--- config.mk ---
export PLATFORM = sky130hd
export DESIGN_NAME = mem_req_issue_flat
export DESIGN_NICKNAME = d
export VERILOG_FILES = /design/src/rtl/mem_req_issue_if.sv /design/src/rtl/mem_req_issue.sv /design/src/flat_wrapper.sv
export SDC_FILE = /design/constraint.sdc
export NUM_CORES = 1
export LEC_CHECK = 0
export ABC_AREA = 1
export CORE_MARGIN = 1
export CORE_UTILIZATION = 30
export DETAILED_ROUTE_END_ITERATION = 16
export SETUP_SLACK_MARGIN = 0.15
export SLEW_MARGIN = 0
export SYNTH_ARGS = -nofsm -noshare
export SYNTH_HDL_FRONTEND = slang
export SYNTH_SLANG_ARGS = --single-unit
--- constraint.sdc ---
create_clock -name clk_i -period 17.9 [get_ports clk_i]
set_input_delay 1.79 -clock clk_i [delete_from_list [all_inputs] [get_ports clk_i]]
set_output_delay 1.79 -clock clk_i [all_outputs]
set_load 0.03 [all_outputs]
--- src/rtl/mem_req_issue_if.sv ---
// Warp-op, splitter-request, completion and status signals of the memory issue stage.
// The slave modport is the issue stage's view; master is the surrounding logic's view.
`timescale 1ns/1ps
interface mem_req_issue_if #(
  parameter int NumRequests      = 4,
  parameter int AddressWidth     = 8,
  parameter int CommonReqIdWidth = 8,
  parameter int NumIds           = 16,
  parameter int TagWidth         = 5
);
  localparam int CntW = $clog2(NumIds + 1);

  logic                                 warp_valid_i;
  logic                                 warp_ready_o;
  logic                                 warp_we_i;
  logic [TagWidth-1:0]                  warp_tag_i;
  logic [NumRequests-1:0]               warp_mask_i;
  logic [NumRequests*AddressWidth-1:0]  warp_base_i;
  logic [AddressWidth-1:0]              warp_imm_i;
  logic [31:0]                          warp_wdata_i;
  logic [31:0]                          warp_width_i;
  logic                                 req_valid_o;
  logic                                 req_ready_i;
  logic                                 req_we_o;
  logic [CommonReqIdWidth-1:0]          req_id_o;
  logic [NumRequests-1:0]               req_addr_valid_o;
  logic [NumRequests*AddressWidth-1:0]  req_addr_o;
  logic [31:0]                          req_wdata_o;
  logic [31:0]                          req_width_o;
  logic                                 done_valid_i;
  logic [CommonReqIdWidth-1:0]          done_id_i;
  logic                                 done_tag_valid_o;
  logic [TagWidth-1:0]                  done_tag_o;
  logic [CntW-1:0]                      outstanding_o;
  logic                                 error_o;

  modport slave (
    input  warp_valid_i, warp_we_i, warp_tag_i, warp_mask_i, warp_base_i, warp_imm_i,
           warp_wdata_i, warp_width_i, req_ready_i, done_valid_i, done_id_i,
    output warp_ready_o, req_valid_o, req_we_o, req_id_o, req_addr_valid_o, req_addr_o,
           req_wdata_o, req_width_o, done_tag_valid_o, done_tag_o, outstanding_o, error_o
  );

  modport master (
    output warp_valid_i, warp_we_i, warp_tag_i, warp_mask_i, warp_base_i, warp_imm_i,
           warp_wdata_i, warp_width_i, req_ready_i, done_valid_i, done_id_i,
    input  warp_ready_o, req_valid_o, req_we_o, req_id_o, req_addr_valid_o, req_addr_o,
           req_wdata_o, req_width_o, done_tag_valid_o, done_tag_o, outstanding_o, error_o
  );
endinterface

--- src/rtl/mem_req_issue.sv ---
// Warp memory-op issue: per-thread address add, request-ID allocation from a free pool, tag return on completion.
// One-cycle registered output with full throughput; stalls while the output is blocked or no ID is free.
`timescale 1ns/1ps
module mem_req_issue #(
  parameter int NumRequests      = 4,
  parameter int AddressWidth     = 8,
  parameter int CommonReqIdWidth = 8,
  parameter int NumIds           = 16,
  parameter int TagWidth         = 5
) (
  input  logic             clk_i,
  input  logic             rst_i,
  mem_req_issue_if.slave   bus
);
  localparam int IdW  = CommonReqIdWidth;
  localparam int AW   = AddressWidth;
  localparam int CntW = $clog2(NumIds + 1);

  logic [NumIds-1:0]            busy_q, busy_d;
  logic [TagWidth-1:0]          tag_q [NumIds];
  logic [TagWidth-1:0]          tag_d [NumIds];
  logic [CntW-1:0]              cnt_q, cnt_d;
  logic                         req_valid_q, req_valid_d;
  logic                         req_we_q, req_we_d;
  logic [IdW-1:0]               req_id_q, req_id_d;
  logic [NumRequests-1:0]       req_mask_q, req_mask_d;
  logic [NumRequests*AW-1:0]    req_addr_q, req_addr_d;
  logic [31:0]                  req_wdata_q, req_wdata_d;
  logic [31:0]                  req_width_q, req_width_d;
  logic                         done_tag_valid_q, done_tag_valid_d;
  logic [TagWidth-1:0]          done_tag_q, done_tag_d;
  logic                         error_q, error_d;

  logic                         any_free, warp_ready, accept, alloc, done_hit;
  logic [IdW-1:0]               alloc_id;
  logic [NumIds-1:0]            alloc_oh, done_oh;
  logic [TagWidth-1:0]          done_tag_rd;
  logic [NumRequests*AW-1:0]    addr_sum;

  always_comb begin
    alloc_id = '0;
    // Descending scan: the last free index written is the lowest one.
    for (int i = NumIds - 1; i >= 0; i--) begin
      if (!busy_q[i]) alloc_id = IdW'(i);
    end
    any_free   = |(~busy_q);
    warp_ready = !rst_i && (!req_valid_q || bus.req_ready_i) && (any_free || (bus.warp_mask_i == '0));
    accept     = bus.warp_valid_i && warp_ready;
    alloc      = accept && (bus.warp_mask_i != '0);

    alloc_oh    = '0;
    done_oh     = '0;
    done_hit    = 1'b0;
    done_tag_rd = '0;
    for (int i = 0; i < NumIds; i++) begin
      alloc_oh[i] = alloc && (alloc_id == IdW'(i));
      if (bus.done_valid_i && (bus.done_id_i == IdW'(i)) && busy_q[i]) begin
        done_oh[i]  = 1'b1;
        done_hit    = 1'b1;
        done_tag_rd = tag_q[i];
      end
    end

    for (int i = 0; i < NumRequests; i++) begin
      addr_sum[i*AW +: AW] = bus.warp_base_i[i*AW +: AW] + bus.warp_imm_i;
    end
  end

  always_comb begin
    // Allocation uses the registered bitmap, so a same-cycle free is seen next cycle.
    busy_d = (busy_q | alloc_oh) & ~done_oh;
    cnt_d  = cnt_q + CntW'(alloc) - CntW'(done_hit);
    for (int i = 0; i < NumIds; i++) begin
      tag_d[i] = alloc_oh[i] ? bus.warp_tag_i : tag_q[i];
    end

    req_valid_d = req_valid_q;
    req_we_d    = req_we_q;
    req_id_d    = req_id_q;
    req_mask_d  = req_mask_q;
    req_addr_d  = req_addr_q;
    req_wdata_d = req_wdata_q;
    req_width_d = req_width_q;
    if (accept) begin
      req_valid_d = alloc;
    end else if (bus.req_ready_i) begin
      req_valid_d = 1'b0;
    end
    if (alloc) begin
      req_we_d    = bus.warp_we_i;
      req_id_d    = alloc_id;
      req_mask_d  = bus.warp_mask_i;
      req_addr_d  = addr_sum;
      req_wdata_d = bus.warp_wdata_i;
      req_width_d = bus.warp_width_i;
    end

    done_tag_valid_d = done_hit;
    done_tag_d       = done_tag_rd;
    error_d          = bus.done_valid_i && !done_hit;
  end

  always_ff @(posedge clk_i or posedge rst_i) begin
    if (rst_i) begin
      busy_q           <= '0;
      cnt_q            <= '0;
      for (int i = 0; i < NumIds; i++) tag_q[i] <= '0;
      req_valid_q      <= 1'b0;
      req_we_q         <= 1'b0;
      req_id_q         <= '0;
      req_mask_q       <= '0;
      req_addr_q       <= '0;
      req_wdata_q      <= '0;
      req_width_q      <= '0;
      done_tag_valid_q <= 1'b0;
      done_tag_q       <= '0;
      error_q          <= 1'b0;
    end else begin
      busy_q           <= busy_d;
      cnt_q            <= cnt_d;
      for (int i = 0; i < NumIds; i++) tag_q[i] <= tag_d[i];
      req_valid_q      <= req_valid_d;
      req_we_q         <= req_we_d;
      req_id_q         <= req_id_d;
      req_mask_q       <= req_mask_d;
      req_addr_q       <= req_addr_d;
      req_wdata_q      <= req_wdata_d;
      req_width_q      <= req_width_d;
      done_tag_valid_q <= done_tag_valid_d;
      done_tag_q       <= done_tag_d;
      error_q          <= error_d;
    end
  end

  assign bus.warp_ready_o     = warp_ready;
  assign bus.req_valid_o      = req_valid_q;
  assign bus.req_we_o         = req_we_q;
  assign bus.req_id_o         = req_id_q;
  assign bus.req_addr_valid_o = req_mask_q;
  assign bus.req_addr_o       = req_addr_q;
  assign bus.req_wdata_o      = req_wdata_q;
  assign bus.req_width_o      = req_width_q;
  assign bus.done_tag_valid_o = done_tag_valid_q;
  assign bus.done_tag_o       = done_tag_q;
  assign bus.outstanding_o    = cnt_q;
  assign bus.error_o          = error_q;
endmodule

--- src/flat_wrapper.sv ---
// flat-port wrapper written by rule: the top's interface ports become plain ports
module mem_req_issue_flat 
#(
  parameter int NumRequests      = 4,
  parameter int AddressWidth     = 8,
  parameter int CommonReqIdWidth = 8,
  parameter int NumIds           = 16,
  parameter int TagWidth         = 5
)
  (clk_i, rst_i, bus_warp_valid_i, bus_warp_we_i, bus_warp_tag_i, bus_warp_mask_i, bus_warp_base_i, bus_warp_imm_i, bus_warp_wdata_i, bus_warp_width_i, bus_req_ready_i, bus_done_valid_i, bus_done_id_i, bus_warp_ready_o, bus_req_valid_o, bus_req_we_o, bus_req_id_o, bus_req_addr_valid_o, bus_req_addr_o, bus_req_wdata_o, bus_req_width_o, bus_done_tag_valid_o, bus_done_tag_o, bus_outstanding_o, bus_error_o);
  mem_req_issue_if #(.NumRequests(NumRequests), .AddressWidth(AddressWidth), .CommonReqIdWidth(CommonReqIdWidth), .NumIds(NumIds), .TagWidth(TagWidth)) bus_i ();
  input  logic clk_i;
  input  logic rst_i;
  input wire logic [$bits(bus_i.warp_valid_i)-1:0] bus_warp_valid_i;
  input wire logic [$bits(bus_i.warp_we_i)-1:0] bus_warp_we_i;
  input wire logic [$bits(bus_i.warp_tag_i)-1:0] bus_warp_tag_i;
  input wire logic [$bits(bus_i.warp_mask_i)-1:0] bus_warp_mask_i;
  input wire logic [$bits(bus_i.warp_base_i)-1:0] bus_warp_base_i;
  input wire logic [$bits(bus_i.warp_imm_i)-1:0] bus_warp_imm_i;
  input wire logic [$bits(bus_i.warp_wdata_i)-1:0] bus_warp_wdata_i;
  input wire logic [$bits(bus_i.warp_width_i)-1:0] bus_warp_width_i;
  input wire logic [$bits(bus_i.req_ready_i)-1:0] bus_req_ready_i;
  input wire logic [$bits(bus_i.done_valid_i)-1:0] bus_done_valid_i;
  input wire logic [$bits(bus_i.done_id_i)-1:0] bus_done_id_i;
  output wire logic [$bits(bus_i.warp_ready_o)-1:0] bus_warp_ready_o;
  output wire logic [$bits(bus_i.req_valid_o)-1:0] bus_req_valid_o;
  output wire logic [$bits(bus_i.req_we_o)-1:0] bus_req_we_o;
  output wire logic [$bits(bus_i.req_id_o)-1:0] bus_req_id_o;
  output wire logic [$bits(bus_i.req_addr_valid_o)-1:0] bus_req_addr_valid_o;
  output wire logic [$bits(bus_i.req_addr_o)-1:0] bus_req_addr_o;
  output wire logic [$bits(bus_i.req_wdata_o)-1:0] bus_req_wdata_o;
  output wire logic [$bits(bus_i.req_width_o)-1:0] bus_req_width_o;
  output wire logic [$bits(bus_i.done_tag_valid_o)-1:0] bus_done_tag_valid_o;
  output wire logic [$bits(bus_i.done_tag_o)-1:0] bus_done_tag_o;
  output wire logic [$bits(bus_i.outstanding_o)-1:0] bus_outstanding_o;
  output wire logic [$bits(bus_i.error_o)-1:0] bus_error_o;
  assign bus_i.warp_valid_i = bus_warp_valid_i;
  assign bus_i.warp_we_i = bus_warp_we_i;
  assign bus_i.warp_tag_i = bus_warp_tag_i;
  assign bus_i.warp_mask_i = bus_warp_mask_i;
  assign bus_i.warp_base_i = bus_warp_base_i;
  assign bus_i.warp_imm_i = bus_warp_imm_i;
  assign bus_i.warp_wdata_i = bus_warp_wdata_i;
  assign bus_i.warp_width_i = bus_warp_width_i;
  assign bus_i.req_ready_i = bus_req_ready_i;
  assign bus_i.done_valid_i = bus_done_valid_i;
  assign bus_i.done_id_i = bus_done_id_i;
  assign bus_warp_ready_o = bus_i.warp_ready_o;
  assign bus_req_valid_o = bus_i.req_valid_o;
  assign bus_req_we_o = bus_i.req_we_o;
  assign bus_req_id_o = bus_i.req_id_o;
  assign bus_req_addr_valid_o = bus_i.req_addr_valid_o;
  assign bus_req_addr_o = bus_i.req_addr_o;
  assign bus_req_wdata_o = bus_i.req_wdata_o;
  assign bus_req_width_o = bus_i.req_width_o;
  assign bus_done_tag_valid_o = bus_i.done_tag_valid_o;
  assign bus_done_tag_o = bus_i.done_tag_o;
  assign bus_outstanding_o = bus_i.outstanding_o;
  assign bus_error_o = bus_i.error_o;
  mem_req_issue #(.NumRequests(NumRequests), .AddressWidth(AddressWidth), .CommonReqIdWidth(CommonReqIdWidth), .NumIds(NumIds), .TagWidth(TagWidth)) u_core (.clk_i(clk_i), .rst_i(rst_i), .bus(bus_i));
endmodule
==> run metrics <==
status finished, final reports clean; drt pass-1 iters 6; synthesis-to-layout area growth 34.73%; RR Endpoint u_core.tag_q[30]$_DFFE_PP0P_; Fin. Hold Viols 0; NumNets Final 1616; Hold Buf Count CTS 0; Slowest cell on crit path clkdlybuf4s50_1; largest net degree at the start of global routing 145; Vias 8981; EDFF count, synth 0; routability cong. 0.9294; routed vias/inst 4.695; Syn Inst Count 1224; Critical Path Start Type input port; first-pass GRT wire length 50660 microns; CP peak stage delay 0.73 ns; RSZ-0062 raised after global routing no; I/O pin total 250; DIE HEIGHT 187.9 microns; CP delay by family, top buffers and inverters; Crit. Startpoint rst_i; worst-path maximum fanout 69; CTS clk-pin slew, worst paths 0.06 ns; sequential cell area fraction in the yosys report 0.5163; ys flop type dfrtp_1; Tmin final 5.668 ns; Critical Path End bus_warp_ready_o; DPL Wire Length 23290 microns; worst r2r src u_core.busy_q[0]$_DFF_PP0_; period utilization 0.3166; post-CTS setup buffers 0; die width 187.9 microns; Unique masters post-synth 44; Crit path buffers/inverters 3; Core Footprint 33780 sq um; Final Util 0.4137; Pwr per Cell Area 163.8 nW/um^2; flops & latches, synth 214; vias in the first global route 9141; GRT overflow 0; DR DRC count 0; Peak VDD IR 0.08971 mV; H-tree depth 1; Worst Tran Pin Value 0.9997 ns; initial core utilization 0.3070; WHS Path Cells 2; hold path start u_core.tag_q[39]$_DFFE_PP0P_; Final ANT Viol Nets 0; fmax 0.1764 GHz; Final WS setup 12.23 ns; Hold WC Path Type reg -> reg; final wirelength 31870 microns; Worst R2R Path Depth 9; Syn Std Cell Area 10370 sq um; Worst EP required 16.11 ns; Syn Area/Cell 8.474 sq um; port bufs 245; initial antenna violation count 0; ys async rst share 1.000; Crit path top cell by count clkdlybuf4s50_1; clk buf depth 3; reg2reg setup slack 14.57 ns; max-cap violations 0; final slew viol count 0; DR WL/cell 16.66 microns; Critical Path Stages 5; die area 35320 sq um; crit path kind in -> out; Fin Setup TNS 0 ns; Final Skew 0.01337 ns; Cell Rows 67; CTS resizes 0; All-Layer GR Usage 0.1805; CTS tree built; relative slew slack 0.3274; total CTS buffers 25; yosys warns 0; CP cell instances clkdlybuf4s50_1 > inv_8 > o21ai_0 > a31oi_2 > clkdlybuf4s50_1; Final setup violation count 0; DRT iter0 DRCs 714; CP Capture Type output port; worst-skew pair later-pin latency 0.53 ns; antenna cells 0; Critical Path AT 3.88 ns; share of layout cells above drive strength 1 0.04573; clk sinks 214; Setup WS pre-CTS 12.21 ns; root buf cell clkbuf_16; P_leak 0.006637 uW
-- cell families (layout without fill, tap and decap cells) --
group                    after synthesis  after routing  share of synthesized area
AND/OR/NAND/NOR                      633            633                     0.2668
flip-flops                           214            214                     0.5163
AO/OA/AOI/OAI                        156            156                    0.07985
buffers and inverters                150            388                    0.06019
adder cells (fa/ha/maj)               38             38                    0.04946
XOR/XNOR                              32             32                    0.02702
other                                  1              4                  0.0003615
-- layer usage --
layer,track usage,up-vias,routed length [microns]
met4,0.03596,0,459
met2,0.2907,321,14590
met1,0.2338,4217,13780
met5,0,-,0
li1,-,4408,-
met3,0.06307,35,3047
-- cell usage in the layout (no fill, tap or decap), types with 2 or more instances in the layout --
master | Yosys | layout
nand2_1 | 443 | 443
clkdlybuf4s50_1 | 0 | 245
dfrtp_1 | 214 | 214
inv_1 | 91 | 90
o21ai_1 | 60 | 60
nand3_1 | 54 | 54
o21ai_0 | 53 | 53
nand4_1 | 52 | 52
nor2_1 | 42 | 42
ha_1 | 33 | 33
a21oi_1 | 28 | 28
clkbuf_16 | 0 | 25
xor2_1 | 19 | 19
nor3_1 | 13 | 13
xnor2_1 | 13 | 13
nor4_1 | 7 | 7
clkbuf_1 | 17 | 7
clkinv_1 | 5 | 5
fa_1 | 5 | 5
clkbuf_8 | 0 | 5
a21oi_2 | 4 | 4
a21o_1 | 4 | 4
conb_1 | 1 | 4
buf_4 | 4 | 4
a21boi_0 | 3 | 3
nand2_2 | 3 | 3
nor2_2 | 3 | 3
nor3_4 | 3 | 3
nor3_2 | 3 | 3
nand3_2 | 2 | 2
bufinv_16 | 0 | 2
-- worst reg2reg max path, cell delays in order, from the launching register on --
cell     delay (ns)
dfrtp_1        0.54
nand4_1        0.26
nor2_1         0.12
a31oi_2        0.22
and2_4         0.22
nand2_8        0.46
nor3_4         0.55
nand4_1        0.53
nand2_1        0.20
o21ai_1        0.09
-- power breakdown --
part | switching [uW] | internal, uW
Clock | 198 | 304
Combinational | 603 | 372
Sequential | 132 | 680
Total | 933 | 1360
-- synth_stat cells, types with 5 or more instances --
library cell	instances	area, sq um
nor2_1	42	157.7
ha_1	33	412.9
nor3_1	13	65.06
nand4_1	52	325.3
clkbuf_1	17	63.81
fa_1	5	100.1
dfrtp_1	214	5355
buf_2	29	145.1
nand2_1	443	1663
xnor2_1	13	113.9
nor4_1	7	43.79
o21ai_1	60	300.3
o21ai_0	53	265.3
clkinv_1	5	18.77
inv_1	91	341.6
a21oi_1	28	140.1
xor2_1	19	166.4
nand3_1	54	270.3
-- flip-flops by register name, summed over array words and instances (netlist names) --
| name | cells |
|---|---|
| u_core.bus.done_tag_valid_o | 1 |
| u_core.bus.req_we_o | 1 |
| u_core.bus.error_o | 1 |
| u_core.bus.req_width_o | 32 |
| u_core.tag_q | 80 |
| u_core.bus.outstanding_o | 5 |
| u_core.bus.done_tag_o | 5 |
| u_core.bus.req_valid_o | 1 |
| u_core.bus.req_wdata_o | 32 |
| u_core.bus.req_addr_o | 32 |
| u_core.bus.req_id_o | 4 |
| u_core.busy_q | 16 |
| u_core.bus.req_addr_valid_o | 4 |
-- through the flow --
stage          hold WS, ns  std cells  power, uW  instance area [sq um]
2_1_floorplan       0.4367       1227       1377                  10380
3_3_place_gp        0.4579       1872       1784                  13180
3_5_place_dp        0.4635       1872       1792                  13180
4_1_cts             0.4791       1913       2313                  13970
5_1_grt             0.4947       1913       2428                  13970
6_report            0.4751       1913       2288                  13970
-- how the worst min path moves through the flow --
stage,endpoint,slack (ns)
after global routing,u_core.bus.req_width_o[3]$_DFFE_PP0P_,0.49
final,u_core.tag_q[39]$_DFFE_PP0P_,0.48
after detailed placement,u_core.bus.req_wdata_o[22]$_DFFE_PP0P_,0.46
after CTS,u_core.tag_q[58]$_DFFE_PP0P_,0.48
after global placement,u_core.tag_q[39]$_DFFE_PP0P_,0.46
after floorplan,u_core.tag_q[16]$_DFFE_PP0P_,0.44
-- layout make-up --
type,count,area [sq um]
fill,3378,19810
sequential,214,5355
multi-input combinational,863,4404
timing repair buffer,249,2482
clock buffer,37,720.7
tap,448,560.5
inverter,98,377.9
clock inverter,4,73.82
Power figures use the tool's default switching activity.
==> patch 1 (config.mk and constraints unchanged) <==
Take the reset off `req_addr_q` and load it in a clocked block of its own.
--- a/src/rtl/mem_req_issue.sv
+++ b/src/rtl/mem_req_issue.sv
@@ -111,3 +111,2 @@
       req_mask_q       <= '0;
-      req_addr_q       <= '0;
       req_wdata_q      <= '0;
@@ -125,3 +124,2 @@
       req_mask_q       <= req_mask_d;
-      req_addr_q       <= req_addr_d;
       req_wdata_q      <= req_wdata_d;
@@ -132,2 +130,6 @@
     end
+  end
+
+  always_ff @(posedge clk_i) begin
+    req_addr_q <= req_addr_d;
   end
Behaviour: differs if rst_i is asserted again (counterexample within 4 cycles, from zero or initial values and one cycle with rst_i high); with rst_i held inactive, the same outputs for 4 cycles.
==> patch 1 against the unedited design <==
Power shrank 19%; clock skew grew 1.6 ps; critical path type unchanged; design area grew 1.2%; largest cell class unchanged; wire length grew 2.5%; sequential cell count is the same; via count is essentially flat; count of clock-buffer cells in the layout shrank 3; area after synthesis grew 0.29%; clock power grew 17%; register-to-register slack lost 970 ps; non-clock buffer count shrank 1; sequential share of layout area grew 0.67 points; setup slack lost 180 ps.
==> patch 1: results (changes against the unedited design) <==
[outcome]
status=complete, no violations

[pwr]
seq-power_w=0.000693  ; -15%
vdd_drop_max_v=0.0000633  ; -29%
p_sw_w=0.000663  ; -29%
leakagePower_nw=6.66  ; +0.39%
combinationalPowerShare_pct=31.0  ; -12 points
seqPwrFrac_pct=37.4  ; +1.9 points

[min_path]
holdPathEnd=u_core.bus.req_wdata_o[14]
hold_start=u_core.bus.req_wdata_o[14]
hold_depth=2  ; unchanged

[grt]
grt_pass1_wl_mm=51.0  ; +0.67%
use_met3_pct=5.81  ; -0.50 points
grt_use_met2_pct=29.5  ; +0.47 points
antenna_found_initial=0  ; unchanged
grt_max_degree=116  ; -20%
grt_usage_pct=18.5  ; +0.42 points
gr-usage-met1_pct=23.9  ; +0.55 points

[clock_network]
ctsRootBufferMaster=clkbuf_16
cts_buffers=26  ; +4.0%

[sta]
tightestPinTransition_ps=1060  ; +62.9 ps
slew_viol_final=0  ; unchanged
skew_ps=15.0  ; +1.60 ps
min_period_over_period_pct=32.7  ; +1.0 points
whs_ps=476  ; +0.782 ps

[synthesis]
synth_edf_count=32  ; +32
synthCells=1193  ; -2.5%
ys_types=41  ; -6.8%
synth_commonest_cells=nand2_1, dfrtp_1, inv_1, nand4_1, nand3_1
ys_seq_area_share_pct=53.0  ; +1.4 points
ys_async_sr_fraction_pct=85.0  ; -15 points
yosys-top-cells-area=dfrtp_1, nand2_1, edfxtp_1

[placed_design]
dpl.cell_count=1842  ; -1.6%
place.gp.congestion=0.899  ; -3.3%
hpwlAfterDp_mm=23.5  ; +1.1%
dp_slack_ps=11640  ; -573 ps
placed_area_um2=13200  ; about the same

[layout]
final_cells=1890  ; -1.2%
drive_gt1_share_pct=5.41  ; +0.84 points
regMostFlops=u_core.tag_q
final_nets=1587  ; -1.8%

[detailed_routing]
routed-wl-met3_mm=2.97  ; -2.6%
drt-initial-drc-count=647  ; -9.4%
via_count=8975  ; -0.067%
first_pass_iters=5  ; -1
wl_met2_mm=15.1  ; +3.2%
m1WireLength_mm=13.9  ; +0.60%
wl_per_cell_um=17.3  ; +3.8%

[setup_path]
critical_path.max_fanout=115  ; +67%
regToRegSetupSlack_ps=13600  ; -970 ps
reg2regPathDepth=11  ; +2
reg2reg_to=u_core.bus.outstanding_o[4]
cp.arrival_ps=4060  ; +180 ps
cpPeakStageDelay_ps=700  ; -30 ps

-- patch 1: changes by cell type after synthesis, sizes merged, moves of 7 or more --
cell	delta
o21ai	-46
dfrtp	-32
edfxtp	+32
nand4	+22
inv	+12
nor3	-10
a21oi	+7
-- patch 1: cell families after synthesis --
family / share of synthesized area, %
other: 0.0360
and+or+nand+nor: 26.9
AOI/OAI and AO/OA: 5.91
xor gates and xnor gates: 2.69
DFF: 53.0
buffers and inverters: 6.53
adders and majority gates: 4.93
-- patch 1: cell type report --
type	instances	area, um2
Timing Repair Buffer	248	2470
Multi-Input combinational cell	826	4230
Sequential cell	214	5520
Inverter	106	407
Tap cell	448	561
Clock inverter	14	198
Fill cell	3335	19600
Clock buffer	34	763
-- patch 1: worst register-to-register path: stages, from the launching register on --
cell and delay [ps]:
dfrtp_1 620, nand4_2 240, nor2_2 290, nand3_1 90, and3b_1 200, nand2_4 660
clkinv_2 1010, ha_1 540, inv_1 80, fa_1 200, o21ai_0 120, xor2_1 150
==> patch 2 (config.mk and constraints unchanged) <==
Made on the original files. `NumRequests` is set to 4 in 3 places; all go to 3.
--- a/src/rtl/mem_req_issue_if.sv
+++ b/src/rtl/mem_req_issue_if.sv
@@ -4,3 +4,3 @@
 interface mem_req_issue_if #(
-  parameter int NumRequests      = 4,
+  parameter int NumRequests      = 3,
   parameter int AddressWidth     = 8,
--- a/src/rtl/mem_req_issue.sv
+++ b/src/rtl/mem_req_issue.sv
@@ -4,3 +4,3 @@
 module mem_req_issue #(
-  parameter int NumRequests      = 4,
+  parameter int NumRequests      = 3,
   parameter int AddressWidth     = 8,
--- a/src/flat_wrapper.sv
+++ b/src/flat_wrapper.sv
@@ -3,3 +3,3 @@
 #(
-  parameter int NumRequests      = 4,
+  parameter int NumRequests      = 3,
   parameter int AddressWidth     = 8,
Ports: changed (resized bus_req_addr_o, bus_req_addr_valid_o, bus_warp_base_i and bus_warp_mask_i); port bits go from 250 to 232. The function was not compared with the original's and may differ.
==> patch 2 against the unedited design <==
Area after synthesis decreased by 4.5%; design area is 4.5% lower; sequential cell count down 9; utilization is 0.36 points lower; non-clock buffer count decreased by 17; power shrank 18%; register-to-register slack lost 500 ps; count of clock-buffer cells in the layout down 9; critical path depth unchanged; maximum frequency fell by 1.3%; final cell count down 2.7%; wire length decreased by 3.8%; setup slack lost 75 ps; critical path type unchanged; largest power group is now sequential cells.
==> patch 2: results (changes against the unedited design) <==
[layout]
final_nets=1553  ; -3.9%
drive_gt1_share_pct=4.51  ; -0.066 points
nFillCells=3299  ; -2.3%

[placed_design]
dp_slack_ps=11910  ; -300 ps
hpwlAfterDp_mm=22.8  ; -2.0%
port_buffers=227  ; -7.3%
place.gp.congestion=1.00  ; +8.0%

[detailed_routing]
routed_wl_mm=30.7  ; -3.8%
first_pass_iters=5  ; -1
via_count=8808  ; -1.9%

[pwr]
leakagePower_nw=6.43  ; -3.1%

[grt]
grt_pass1_wl_mm=48.9  ; -3.4%
grt_max_degree=84  ; -42%
grt_usage_pct=18.6  ; +0.51 points

[clock_network]
cts_buffers=24  ; -4.0%
cts-resized-gates=0  ; unchanged

[sta]
fin_crit_ps=5740  ; +74.7 ps
tightestPinTransition_ps=934  ; -65.9 ps
whs_ps=471  ; -3.66 ps

[setup_path]
cpPeakStageDelay_ps=750  ; +20 ps
cp.arrival_ps=3950  ; +70 ps
regToRegSetupSlack_ps=14070  ; -500 ps
critical_path.max_fanout=78  ; +13%

[synthesis]
ys_seq_area_share_pct=51.8  ; +0.15 points
ys_types=40  ; -9.1%
synth_commonest_cells=nand2_1, dfrtp_1, inv_1, nand3_1, nand4_1
yosys-top-cells-area=dfrtp_1, nand2_1, nand4_1

[outcome]
status=complete, no violations

patch 2: changes by cell type after synthesis, sizes merged, moves of 9 or more:
cell	unedited run	this run
nor2	46	55
o21ai	113	85
nand2	448	461
buf	35	44
dfrtp	214	205
patch 2: final cells by class:
class	count	area (um2)	area share [%]
well taps	442	553	4.15
repair buffers	232	2310	17.3
flip-flops and latches	205	5130	38.5
inverters	90	345	2.59
clock buffers	28	667	5.00
clock inverters	13	176	1.32
multi-input cells	852	4160	31.2
patch 2: routing by layer:
layer,up-vias,global-route usage [%],routed length [um]
met2,301,31.1,14400
met1,4158,23.5,13100
met4,0,6.47,1010
li1,4286,-,-
met5,-,0,0
met3,63,3.98,2140
patch 2: path summary, 6_finish.rpt:
path	startpoint	end	cells after the start
setup / recovery	rst_i	bus_warp_ready_o	5
hold / removal	u_core.tag_q[55]	u_core.tag_q[55]	2
setup reg to reg	u_core.busy_q[0]	u_core.tag_q[4]	9
hold reg to reg	u_core.tag_q[55]	u_core.tag_q[55]	2
max in group asynchronous	rst_i	u_core.busy_q[2]	3
min in group asynchronous	rst_i	u_core.bus.req_width_o[18]	2
patch 2: through the flow:
stage | util, % | std cells | instance area, um2 | power [W]
2_1_floorplan | - | 1202 | 9920 | 0.00109
3_3_place_gp | 38.4 | 1821 | 12500 | 0.00135
3_5_place_dp | 38.4 | 1821 | 12500 | 0.00136
4_1_cts | 41.0 | 1862 | 13300 | 0.00189
5_1_grt | 41.0 | 1862 | 13300 | 0.00197
6_report | 41.0 | 1862 | 13300 | 0.00187
patch 2: logic make-up after synthesis:
family	after synthesis	synth area share (%)
fa+ha+maj	30	4.09
xor+xnor	25	2.21
compound gates	123	6.59
mux	2	0.202
other cells	1	0.0379
flops	205	51.8
simple gates	668	28.7
buf+inv	145	6.40
patch 2: where the power goes:
group / internal [W] / switching (W) / total, W
registers: 0.000600 / 0.0000944 / 0.000694
logic: 0.000239 / 0.000416 / 0.000655
clock network: 0.000323 / 0.000198 / 0.000521
patch 2: worst max-delay path, delay by kind of cell:
| family | cells | cell delay [ps] |
|---|---|---|
| buffers and inverters | 3 | 1680 |
| AOI/OAI and AO/OA | 2 | 440 |
